**src/rtl/math_div_35.sv**
```systemverilog
// Radix-2 restoring divider: full 42x35 product-width dividend by a 35-bit divisor,
// one quotient bit per enabled cycle, valid/ready on both sides.
module math_div_35 #(
  parameter int A_WIDTH = 42,
  parameter int B_WIDTH = 35
) (
  input  logic                       clk,
  input  logic                       rst_n,
  input  logic                       ena,
  input  logic                       in_valid,
  output logic                       in_ready,
  input  logic [A_WIDTH+B_WIDTH-1:0] dividend,
  input  logic [B_WIDTH-1:0]         divisor,
  output logic                       out_valid,
  input  logic                       out_ready,
  output logic [A_WIDTH-1:0]         quot,
  output logic [B_WIDTH-1:0]         rem,
  output logic                       err
);

  localparam int D_WIDTH = A_WIDTH + B_WIDTH;
  localparam int CNT_W   = $clog2(A_WIDTH);
  localparam logic [CNT_W-1:0] CNT_LAST = CNT_W'(A_WIDTH - 1);

  typedef enum logic [1:0] {
    S_IDLE = 2'd0,
    S_CALC = 2'd1,
    S_DONE = 2'd2
  } state_e;

  state_e               state_q, state_d;
  logic [CNT_W-1:0]     cnt_q, cnt_d;
  logic [B_WIDTH-1:0]   part_q, part_d;
  logic [B_WIDTH-1:0]   dvs_q, dvs_d;
  logic [A_WIDTH-1:0]   shq_q, shq_d;
  logic [A_WIDTH-1:0]   quot_q, quot_d;
  logic [B_WIDTH-1:0]   rem_q, rem_d;
  logic                 err_q, err_d;

  logic                 accept, release_out, step, in_err;
  logic [B_WIDTH-1:0]   div_hi;
  logic [B_WIDTH:0]     trial, diff;
  logic                 qbit;
  logic [B_WIDTH-1:0]   part_next;
  logic [A_WIDTH-1:0]   shq_next;

  assign accept      = ena && in_valid && (state_q == S_IDLE);
  assign release_out = ena && out_ready && (state_q == S_DONE);
  assign step        = ena && (state_q == S_CALC);

  assign div_hi = dividend[D_WIDTH-1:A_WIDTH];
  assign in_err = (divisor == '0) || (div_hi >= divisor);

  // R < divisor holds throughout, so the trial value is below 2*divisor and the
  // borrow of the subtraction alone decides the quotient bit.
  assign trial     = {part_q, shq_q[A_WIDTH-1]};
  assign diff      = trial - {1'b0, dvs_q};
  assign qbit      = ~diff[B_WIDTH];
  assign part_next = qbit ? diff[B_WIDTH-1:0] : trial[B_WIDTH-1:0];
  // Dividend bits shift out of the top while quotient bits shift in at the bottom.
  assign shq_next  = {shq_q[A_WIDTH-2:0], qbit};

  always_ff @(posedge clk or negedge rst_n) begin
    if (!rst_n) begin
      state_q <= S_IDLE;
    end else begin
      state_q <= state_d;
    end
  end

  always_comb begin
    state_d = state_q;
    case (state_q)
      S_IDLE: if (accept) state_d = in_err ? S_DONE : S_CALC;
      S_CALC: if (step && (cnt_q == '0)) state_d = S_DONE;
      S_DONE: if (release_out) state_d = S_IDLE;
      default: state_d = S_IDLE;
    endcase
  end

  always_comb begin
    in_ready  = (state_q == S_IDLE);
    out_valid = (state_q == S_DONE);
  end

  always_comb begin
    cnt_d  = cnt_q;
    part_d = part_q;
    dvs_d  = dvs_q;
    shq_d  = shq_q;
    quot_d = quot_q;
    rem_d  = rem_q;
    err_d  = err_q;
    if (accept) begin
      dvs_d  = divisor;
      shq_d  = dividend[A_WIDTH-1:0];
      part_d = div_hi;
      cnt_d  = CNT_LAST;
      if (in_err) begin
        quot_d = '1;
        rem_d  = '0;
        err_d  = 1'b1;
      end else begin
        err_d  = 1'b0;
      end
    end
    if (step) begin
      part_d = part_next;
      shq_d  = shq_next;
      if (cnt_q == '0) begin
        quot_d = shq_next;
        rem_d  = part_next;
        err_d  = 1'b0;
      end else begin
        cnt_d  = cnt_q - CNT_W'(1);
      end
    end
  end

  always_ff @(posedge clk or negedge rst_n) begin
    if (!rst_n) begin
      cnt_q  <= '0;
      part_q <= '0;
      dvs_q  <= '0;
      shq_q  <= '0;
      quot_q <= '0;
      rem_q  <= '0;
      err_q  <= 1'b0;
    end else begin
      cnt_q  <= cnt_d;
      part_q <= part_d;
      dvs_q  <= dvs_d;
      shq_q  <= shq_d;
      quot_q <= quot_d;
      rem_q  <= rem_d;
      err_q  <= err_d;
    end
  end

  assign quot = quot_q;
  assign rem  = rem_q;
  assign err  = err_q;

endmodule

```
**config.mk**
```make
export PLATFORM = sky130hd
export DESIGN_NAME = math_div_35
export DESIGN_NICKNAME = d
export VERILOG_FILES = /design/src/rtl/math_div_35.sv
export SDC_FILE = /design/constraint.sdc
export NUM_CORES = 1
export LEC_CHECK = 0
export CAP_MARGIN = 25
export CORE_ASPECT_RATIO = 2
export CORE_MARGIN = 2
export CORE_UTILIZATION = 45
export DETAILED_ROUTE_END_ITERATION = 8
export PLACE_DENSITY = 0.7
export SLEW_MARGIN = 40
export SYNTH_ARGS = -nofsm -noshare
export SYNTH_HDL_FRONTEND = slang
export SYNTH_SLANG_ARGS = --single-unit
```
**constraint.sdc**
```tcl
create_clock -name clk -period 4.28 [get_ports clk]
set_clock_uncertainty 0.15 [all_clocks]
set_input_delay 0.856 -clock clk [delete_from_list [all_inputs] [get_ports clk]]
set_output_delay 0.856 -clock clk [all_outputs]
set_load 0.05 [all_outputs]
```
Yosys cells after proc, flatten, opt, wreduce, memory -nomap -nowiden
Index checks and enable logic that the tools add are counted.
{"block": "totals", "reg_bits": 198, "word_cells": 54, "in_bits": 117, "output_inout_bits": 80}
{"block": "op_classes", "n_reduce_logical": 12, "add_sub_neg": 2, "n_lt_le_gt_ge": 1, "bitwise_logic": 1, "n_mux": 25, "eq_ne": 5}
{"operator": "$mux W42", "count": 6}
{"operator": "$mux W35", "count": 7}
{"operator": "$sub A36 B35 Y36", "count": 1}
{"operator": "$ge A35 B35 Y1", "count": 1}
{"operator": "$logic_not A35 Y1", "count": 1}
{"operator": "$mux W6", "count": 3}
{"operator": "$mux W2", "count": 4}
{"operator": "$logic_and A1 B1 Y1", "count": 6}
{"operator": "$logic_not A6 Y1", "count": 1}
{"operator": "$ne A2 B1 Y1 const B", "count": 3}
{"operator": "$pmux W2 S3", "count": 1}
{"operator": "$sub A6 B1 Y6 const B", "count": 1}
{"operator": "$mux W1", "count": 4}
{"operator": "$reduce_and A3 Y1", "count": 1}
{"operator": "$eq A2 B1 Y1 const B", "count": 1}
{"operator": "$eq A2 B2 Y1 const B", "count": 1}
{"operator": "$logic_not A2 Y1", "count": 1}
{"operator": "$reduce_bool A2 Y1", "count": 1}
{"operator": "$logic_or A1 B1 Y1", "count": 1}
{"operator": "$not A1 Y1", "count": 1}

Depth between registers and ports, before layout
Gate-level depths: netlist (run 1).
{"block": "depth", "word_depth": 6, "ltp_mapped": 14, "mapped_depth_nobuf": 12}

Least setup slack after synthesis (run 1)
No wires, ideal clock.
{"block": "synth_path", "path_kind": "input-to-reg", "from": "input divisor[1]", "to": "register quot_q[1], in the netlist quot[1]", "n_path_buf": 2, "t_required_ns": 3.989, "arrival_time_ns": 3.124, "setup_ns": 0.141, "path_stages": 13, "setup_slack_ns": 0.864, "cell_sequence": "inv_1 ha_1 nor2b_1 o21a_1 o21ai_0 a31oi_1 or3_1 a211oi_1 o221ai_2 a21oi_1 buf_2 buf_2 a22oi_1"}
{"block": "synth_via", "elab_chain_len": 6, "elab_cells_between_ends": 7, "cone_classes": "order compare (1); mux (4); reduce/logical (2)"}
{"item": "start: declaration", "line_no": "13", "source": "input logic [B_WIDTH-1:0] divisor,"}
{"item": "$ge A35 B35 Y1 or $logic_not A35 Y1 (tied branches)", "line_no": "52", "source": "assign in_err = (divisor == '0) || (div_hi >= divisor);"}
{"item": "$logic_or A1 B1 Y1 (*)", "line_no": "52"}
{"item": "$mux W42 (*)", "line_no": "99", "source": "if (in_err) begin"}
{"item": "$mux W42 (*)", "line_no": "94", "source": "if (accept) begin"}
{"item": "$mux W42", "line_no": "110", "source": "if (cnt_q == '0) begin"}
{"item": "$mux W42 (*)", "line_no": "107", "source": "if (step) begin"}
{"item": "net quot_d[1]", "line_no": "36", "source": "logic [A_WIDTH-1:0] quot_q, quot_d;"}
{"item": "end signal: assignment", "line_no": "134", "source": "quot_q <= quot_d;"}
{"item": "end: declaration", "line_no": "36"}
The timed path passes the listed nets; every way through them passes the cells marked *.
A chain may end at the register's enable or synchronous reset.

Final worst setup path (run 1)
{"block": "layout_path", "from": "input divisor[24]", "to": "register rem_q[33], in the netlist rem[33]"}
{"block": "layout_via", "elab_chain_len": 6, "elab_cells_between_ends": 7, "cone_classes": "order compare (1); mux (4); reduce/logical (2)"}
{"item": "$ge A35 B35 Y1 or $logic_not A35 Y1 (tied branches)", "line_no": "52"}
{"item": "$logic_or A1 B1 Y1 (*)", "line_no": "52"}
{"item": "$mux W35 (*)", "line_no": "99"}
{"item": "$mux W35 (*)", "line_no": "94"}
{"item": "$mux W35", "line_no": "110"}
{"item": "$mux W35 (*)", "line_no": "107"}
{"item": "net rem_d[33]", "line_no": "37", "source": "logic [B_WIDTH-1:0] rem_q, rem_d;"}
{"item": "end signal: assignment", "line_no": "135", "source": "rem_q <= rem_d;"}
{"item": "end: declaration", "line_no": "37"}
Marks and branches as above.

==> metrics, run 1 <==
post-CTS setup buffer count 0; area of the multi-input gates 5680 sq um; Critical path buffers and inverters 3; post-synth top area share 0.435; highest clock rate 261 MHz; Crit Reg-Reg Startpoint shq_q[41]$_DFFE_PN0P_; most instantiated flip-flop cell in the synthesis netlist sky130_fd_sc_hd__dfrtp_1; final critical-path share of the clock period 0.894; die outline height 229 um; clock slew at the register clock pins of the worst setup and hold paths 0.08 ns; antenna violations before repair 1; clock latency on the worst-skew pair 0.46 ns; post-synthesis average cell area ~8.6 sq um; number of violations of the max-capacitance limit 0; Area contributors post-synth sky130_fd_sc_hd__dfrtp_1 43%, sky130_fd_sc_hd__ha_1 7.9%, sky130_fd_sc_hd__a21oi_1 5.4%, sky130_fd_sc_hd__nor2_1 5.1%, sky130_fd_sc_hd__nand2_1 5.0%; type of the worst setup path in2reg; DRC violation total after the first TritonRoute iteration 538; clock tree from TritonCTS yes; detailed-route vias per instance roughly 5.5; Distinct cells, synth 68; Post-Synthesis Net Count 1509; fraction of registers with async set/reset 1.00; share of synthesized area occupied by flip-flops and latches 0.435; H-Tree Depth 4; leading cell type by number of instances after synthesis sky130_fd_sc_hd__dfrtp_1; global placer's final weighted congestion approximately 0.96; pin count of the biggest net entering global routing 112; post-synthesis to final-layout area growth 26.5%; dominant delay contributor by cell family on the critical path simple AND/OR/NAND/NOR gates; RSZ-0062 raised after global routing false; register bit total from synthesis between 150 and 200; number of nets still failing antenna checks after routing 0; leakage power summed over all cells 0.00664 uW; share of cells above drive strength 1 0.0537; Overall Global Routing Usage 0.275; number of port buffers between 150 and 200; Hold Vio Cnt, Final 0; wire length after detailed routing 35300 um; transition time at the pin with the least slew margin 0.802 ns; Synth Cell Area 11400 sq um; number of buffers on the longest clock path 2; Crit path required time 4.49 ns; global-route wire length before repair ~56000 um; number of core rows 82; class of the tightest hold or removal check in2async; post-DP HPWL 25800 um; data arrival time of the worst path 4.03 ns; Resize count post-CTS 0; Critical Path Start Type primary input; starting density of the core 0.457; Placed Cells incl. Taps 1813; Cell Chain, Critical Path clkdlybuf4s50_1, inv_1, ha_1, nand4_1, or2_0, or4_1, nor3_1, or3_1, a211oi_1, o221ai_2, a21oi_4, buf_4, a22o_1; x dimension of the die between 100 and 150 um; standard cell area after detailed placement 13800 sq um; hold bufs inserted after CTS 0; clock period minus final worst setup slack roughly 3.8 ns; dominant cell type by area after synthesis sky130_fd_sc_hd__dfrtp_1; routed length per placed instance 19.1 um; clock sink count 198; launching instance or port of the critical path divisor[24]; Design Area, Final about 14000 sq um; number of cells in the finished layout apart from fillers between 1500 and 2000; storage element area 4950 sq um; Final Net Count ~1700; worst relative slew slack 0.464; number of global-route vias before repair 10800; DRC violations left 0; number of enable flip-flop cells after synthesis 0; Congestion Overflow GR 0; cell types with the highest counts after synthesis 198 x sky130_fd_sc_hd__dfrtp_1, 156 x sky130_fd_sc_hd__nor2_1, 153 x sky130_fd_sc_hd__nand2_1; Peak supply drop 0.000455 V; CP peak stage delay 0.61 ns; crit end category flop; top-level port count just under 200; number of vias in the routed layout around 10000; final count of pins violating max slew 0; largest driver fanout on the critical path 12; root buf cell sky130_fd_sc_hd__clkbuf_16; Post-Synthesis Cells 1319; placeable core area 24900 sq um; Max stage delay cell, worst path sky130_fd_sc_hd__or4_1; die area 26700 sq um; run status completed; Cell Pwr Density between 800 and 900 nW/um^2; number of detailed-routing iterations run before antenna repair 5; CTS buffer count 17; setup-violating endpoint count in the final report 0; number of filler instances in the final layout 2318; warning count from the yosys run 0
[kinds of logic (layout without fill, tap and decap cells)]
kind of cell    after synthesis  after routing  share of synthesized area
flops                       198            198                      0.435
other cells                   0              1                          0
buf+inv                     196            386                     0.0688
simple gates                446            446                      0.175
fa+ha+maj                    73             73                     0.0808
mux                          31             31                     0.0275
xor+xnor                     26             26                     0.0200
compound gates              349            349                      0.193
[worst register-to-register path: stages (launching register included)]
cell and delay (ns):
sky130_fd_sc_hd__dfrtp_1 0.38, sky130_fd_sc_hd__inv_1 0.09, sky130_fd_sc_hd__ha_1 0.20, sky130_fd_sc_hd__fa_1 0.23
sky130_fd_sc_hd__nand2b_1 0.15, sky130_fd_sc_hd__a21oi_1 0.09, sky130_fd_sc_hd__o41ai_1 0.70, sky130_fd_sc_hd__o41a_1 0.28
sky130_fd_sc_hd__buf_4 0.16, sky130_fd_sc_hd__o21ai_0 0.15, sky130_fd_sc_hd__a221oi_1 0.59, sky130_fd_sc_hd__xnor2_1 0.14
sky130_fd_sc_hd__mux2i_1 0.24, sky130_fd_sc_hd__o2bb2ai_1 0.12
[per-layer routing]
metal | global-route usage | wire length (um) | up-vias
met4 | 0.129 | 1580 | 0
met1 | 0.299 | 13000 | 4948
li1 | - | - | 4921
met3 | 0.0585 | 1800 | 77
met5 | 0 | 0 | -
met2 | 0.494 | 18900 | 285
[layout by cell type, fill, tap and decap left out, drive strengths merged, types with 13 or more instances in the layout]
cell and count:
a21o 13, a21oi 125, and3 37, buf 26, clkbuf 19, clkdlybuf4s50 195
dfrtp 198, ha 72, inv 139, mux2i 29, nand2 153, nor2 157
nor2b 13, nor3 27, o21ai 76, o22ai 41, o2bb2ai 33, xnor2 19
[sequential cells by signal (all words and copies together) (netlist names)]
| name | flops |
|---|---|
| part_q | 35 |
| state_q | 2 |
| dvs_q | 35 |
| err | 1 |
| rem | 35 |
| shq_q | 42 |
| cnt_q | 6 |
| quot | 42 |
[cell type report]
class | count | share of cell area
clock buffer | 18 | 0.0305
timing repair buffer | 222 | 0.155
tap | 336 | 0.0292
antenna | 1 | 0.000174
sequential | 198 | 0.344
inverter | 132 | 0.0344
clock inverter | 14 | 0.0130
multi-input combinational | 925 | 0.394
[report_power, final]
part,internal (uW),switching (uW),leakage [uW]
sequential,2510,446,0.00228
combinational,2760,4390,0.00406
clock,954,800,0.000304
[per-stage QoR]
| step | TNS (ns) | hold WS [ns] | setup slack (ns) | utilization | power (uW) |
|---|---|---|---|---|---|
| global route | 0 | 0.355 | 0.284 | 0.578 | 12800 |
| detailed placement | -0.0269 | 0.324 | -0.0269 | 0.553 | 10100 |
| global placement | 0 | 0.321 | 0.0922 | 0.553 | 10000 |
| finish | 0 | 0.308 | 0.454 | 0.578 | 11900 |
| CTS | 0 | 0.329 | 0.469 | 0.578 | 11900 |
| floorplan | 0 | 0.302 | 0.864 | - | 8130 |
[worst paths after layout]
path	to	slack, ns	cells past startpoint
max reg2reg	rem[22]$_DFF_PN0_	0.48	13
min reg2reg	rem[15]$_DFF_PN0_	0.35	1
max	rem[33]$_DFF_PN0_	0.45	13
min	quot[14]$_DFF_PN0_	0.31	1
min in group clk	rem[15]$_DFF_PN0_	0.35	1
max in group asynchronous	dvs_q[23]$_DFFE_PN0P_	2.65	2
Power figures use the tool's default switching activity.
==> run 2, diff against run 1 <==
--- a/config.mk
+++ b/config.mk
@@ -8,10 +8,8 @@
 export CAP_MARGIN = 25
 export CORE_ASPECT_RATIO = 2
 export CORE_MARGIN = 2
-export CORE_UTILIZATION = 45
+export CORE_UTILIZATION = 40
 export DETAILED_ROUTE_END_ITERATION = 8
-export PLACE_DENSITY = 0.7
-export SLEW_MARGIN = 40
 export SYNTH_ARGS = -nofsm -noshare
 export SYNTH_HDL_FRONTEND = slang
 export SYNTH_SLANG_ARGS = --single-unit
==> run 2 against run 1 <==
Highest routed layer is now met5. Cell count rose by 1.5%. Die area rose by 12%. Maximum frequency rose by 1.1%. Clock power fell by 6%. Critical endpoint is now part_q[14]$_DFFE_PN0P_. Worst hold slack got worse by 0.047 ns. Cell area rose by 0.56%. Count of clock-buffer cells in the layout rose by 2. Largest cell class unchanged. Non-clock buffer count rose by 10.
==> metrics, run 2 (synthesis results as in run 1) <==
x dimension of the die 123 um; transition time at the pin with the least slew margin about 0.72 ns; number of global-route vias before repair 10600; Crit path required time 4.45 ns; CTS buffer count 17; clock tree from TritonCTS yes; run status completed; final count of pins violating max slew 0; type of the worst setup path reg2reg; part of the total power dissipated in the clock network 0.140; number of violations of the max-capacitance limit 0; die area 29900 sq um; number of cells in the finished layout apart from fillers 1873; leading cell type in the layout, fill and taps excluded sky130_fd_sc_hd__dfrtp_1; clock sink count 198; standard cell area after detailed placement between 10000 and 15000 sq um; clock latency on the worst-skew pair 0.46 ns; die outline height 243 um; power dissipated by switching net loads 5590 uW; Cell Pwr Density 812 nW/um^2; leakage power summed over all cells between 0.006 and 0.007 uW; register share of total power 0.251; class of the tightest hold or removal check in2async; Design Area, Final between 10000 and 15000 sq um; global placer's final weighted congestion 0.924; internal cell power about 6200 uW; number of port buffers a little under 200; Overall Global Routing Usage 0.247; Final Net Count 1696; setup-violating endpoint count in the final report 0; DRC violation total after the first TritonRoute iteration 399; Total Power Consumption approximately 12000 uW; clock period minus final worst setup slack 3.78 ns; wire length after detailed routing 35900 um; data arrival time of the worst path 3.96 ns; H-Tree Depth 4; pre-CTS setup slack 0.0288 ns; hold bufs inserted after CTS 0; Congestion Overflow GR 0; number of nets still failing antenna checks after routing 0; crit end category flop; largest driver fanout on the critical path 13; post-synthesis to final-layout area growth 27.3%; post-CTS setup buffer count 0; share of cells above drive strength 1 0.0580; top-level port count 197; root buf cell sky130_fd_sc_hd__clkbuf_16; starting density of the core 0.406; Peak supply drop 0.000368 V; post-DP HPWL 26900 um; Final WS setup ~0.5 ns; Critical Path Start Type flop; fraction of power consumed by combinational cells 0.609; Resize count post-CTS 0; detailed-route vias per instance 5.45; number of core rows 87; Placed Cells incl. Taps 1843; DRC violations left 0; routed length per placed instance between 15 and 20 um; RSZ-0062 raised after global routing false; number of vias in the routed layout slightly above 10000; highest clock rate 264 MHz; switching share of total power 0.475; clock slew at the register clock pins of the worst setup and hold paths ~0.070 ns; global-route wire length before repair 56900 um; final critical-path share of the clock period 0.884; placeable core area between 20000 and 30000 sq um; diode insertion count for antenna repair 0; pin count of the biggest net entering global routing 83; antenna violations before repair 1; Hold Vio Cnt, Final 0; commonest non-fill, non-tap cells in the layout 198 x sky130_fd_sc_hd__dfrtp_1, 195 x sky130_fd_sc_hd__clkdlybuf4s50_1, 155 x sky130_fd_sc_hd__nor2_1; worst relative slew slack 0.513; number of buffers on the longest clock path 2; number of detailed-routing iterations run before antenna repair 7; Fin Setup TNS 0 ns
[run 2: cell types whose count changed in the layout (fill, tap and decap cells not counted), sizes merged]
cell,delta
buf,+10
inv,-4
clkbuf,+2
clkinv,+2
bufinv,-1
clkinvlp,-1
diode,-1
[run 2: area by class of cell]
cell class / count / area [sq um]
clock inverters: 10 / 121
repair buffers: 232 / 2340
inverters: 132 / 495
multi-input cells: 925 / 5690
well taps: 356 / 445
flip-flops and latches: 198 / 4950
fillers: 2717 / 13600
clock buffers: 20 / 457
[run 2: per-layer routing]
layer  wire [um]  part of all wire  global-route usage  vias up
met3        1670             0.046              0.0430       68
met4        1420             0.039               0.107        2
met1       13600              0.38               0.278     4962
li1            -                 -                   -     4922
met5          16           0.00045                   0        -
met2       19200              0.53               0.446      262
[run 2: critical path, stage by stage, from the launching register on]
cell                       delay (ns)
sky130_fd_sc_hd__dfrtp_1         0.40
sky130_fd_sc_hd__ha_1            0.43
sky130_fd_sc_hd__a21oi_2         0.27
sky130_fd_sc_hd__o21ai_2         0.13
sky130_fd_sc_hd__nor4b_4         0.30
sky130_fd_sc_hd__o21ai_2         0.16
sky130_fd_sc_hd__a311oi_4        0.33
sky130_fd_sc_hd__mux2i_1         0.26
sky130_fd_sc_hd__or2_2           0.46
sky130_fd_sc_hd__buf_4           0.28
sky130_fd_sc_hd__mux2i_1         0.34
sky130_fd_sc_hd__a21oi_1         0.12
[run 2: stage by stage]
stage                util  hold WS, ns
floorplan               -        0.302
global placement    0.496        0.322
detailed placement  0.496        0.326
CTS                 0.516        0.301
global route        0.516        0.323
finish              0.516        0.261
[run 2: path summary, 6_finish.rpt]
check	start	endpoint	slack, ns	depth (start not counted)
setup / recovery	part_q[21]$_DFFE_PN0P_	part_q[14]$_DFFE_PN0P_	0.50	11
hold / removal	rst_n	quot[14]$_DFF_PN0_	0.26	1
setup reg to reg	part_q[21]$_DFFE_PN0P_	part_q[14]$_DFFE_PN0P_	0.50	11
hold reg to reg	rem[29]$_DFF_PN0_	rem[29]$_DFF_PN0_	0.34	1
max in group asynchronous	rst_n	part_q[22]$_DFFE_PN0P_	2.83	2
min in group clk	rem[29]$_DFF_PN0_	rem[29]$_DFF_PN0_	0.34	1
[run 2: power groups by stage]
stage               logic, uW  registers, uW  clock network, uW
global route             7850           3030               1740
finish                   7160           2960               1640
global placement         7080           2980                  0
detailed placement       7150           2980                  0
floorplan                5010           3120                  0
CTS                      7190           2950               1690
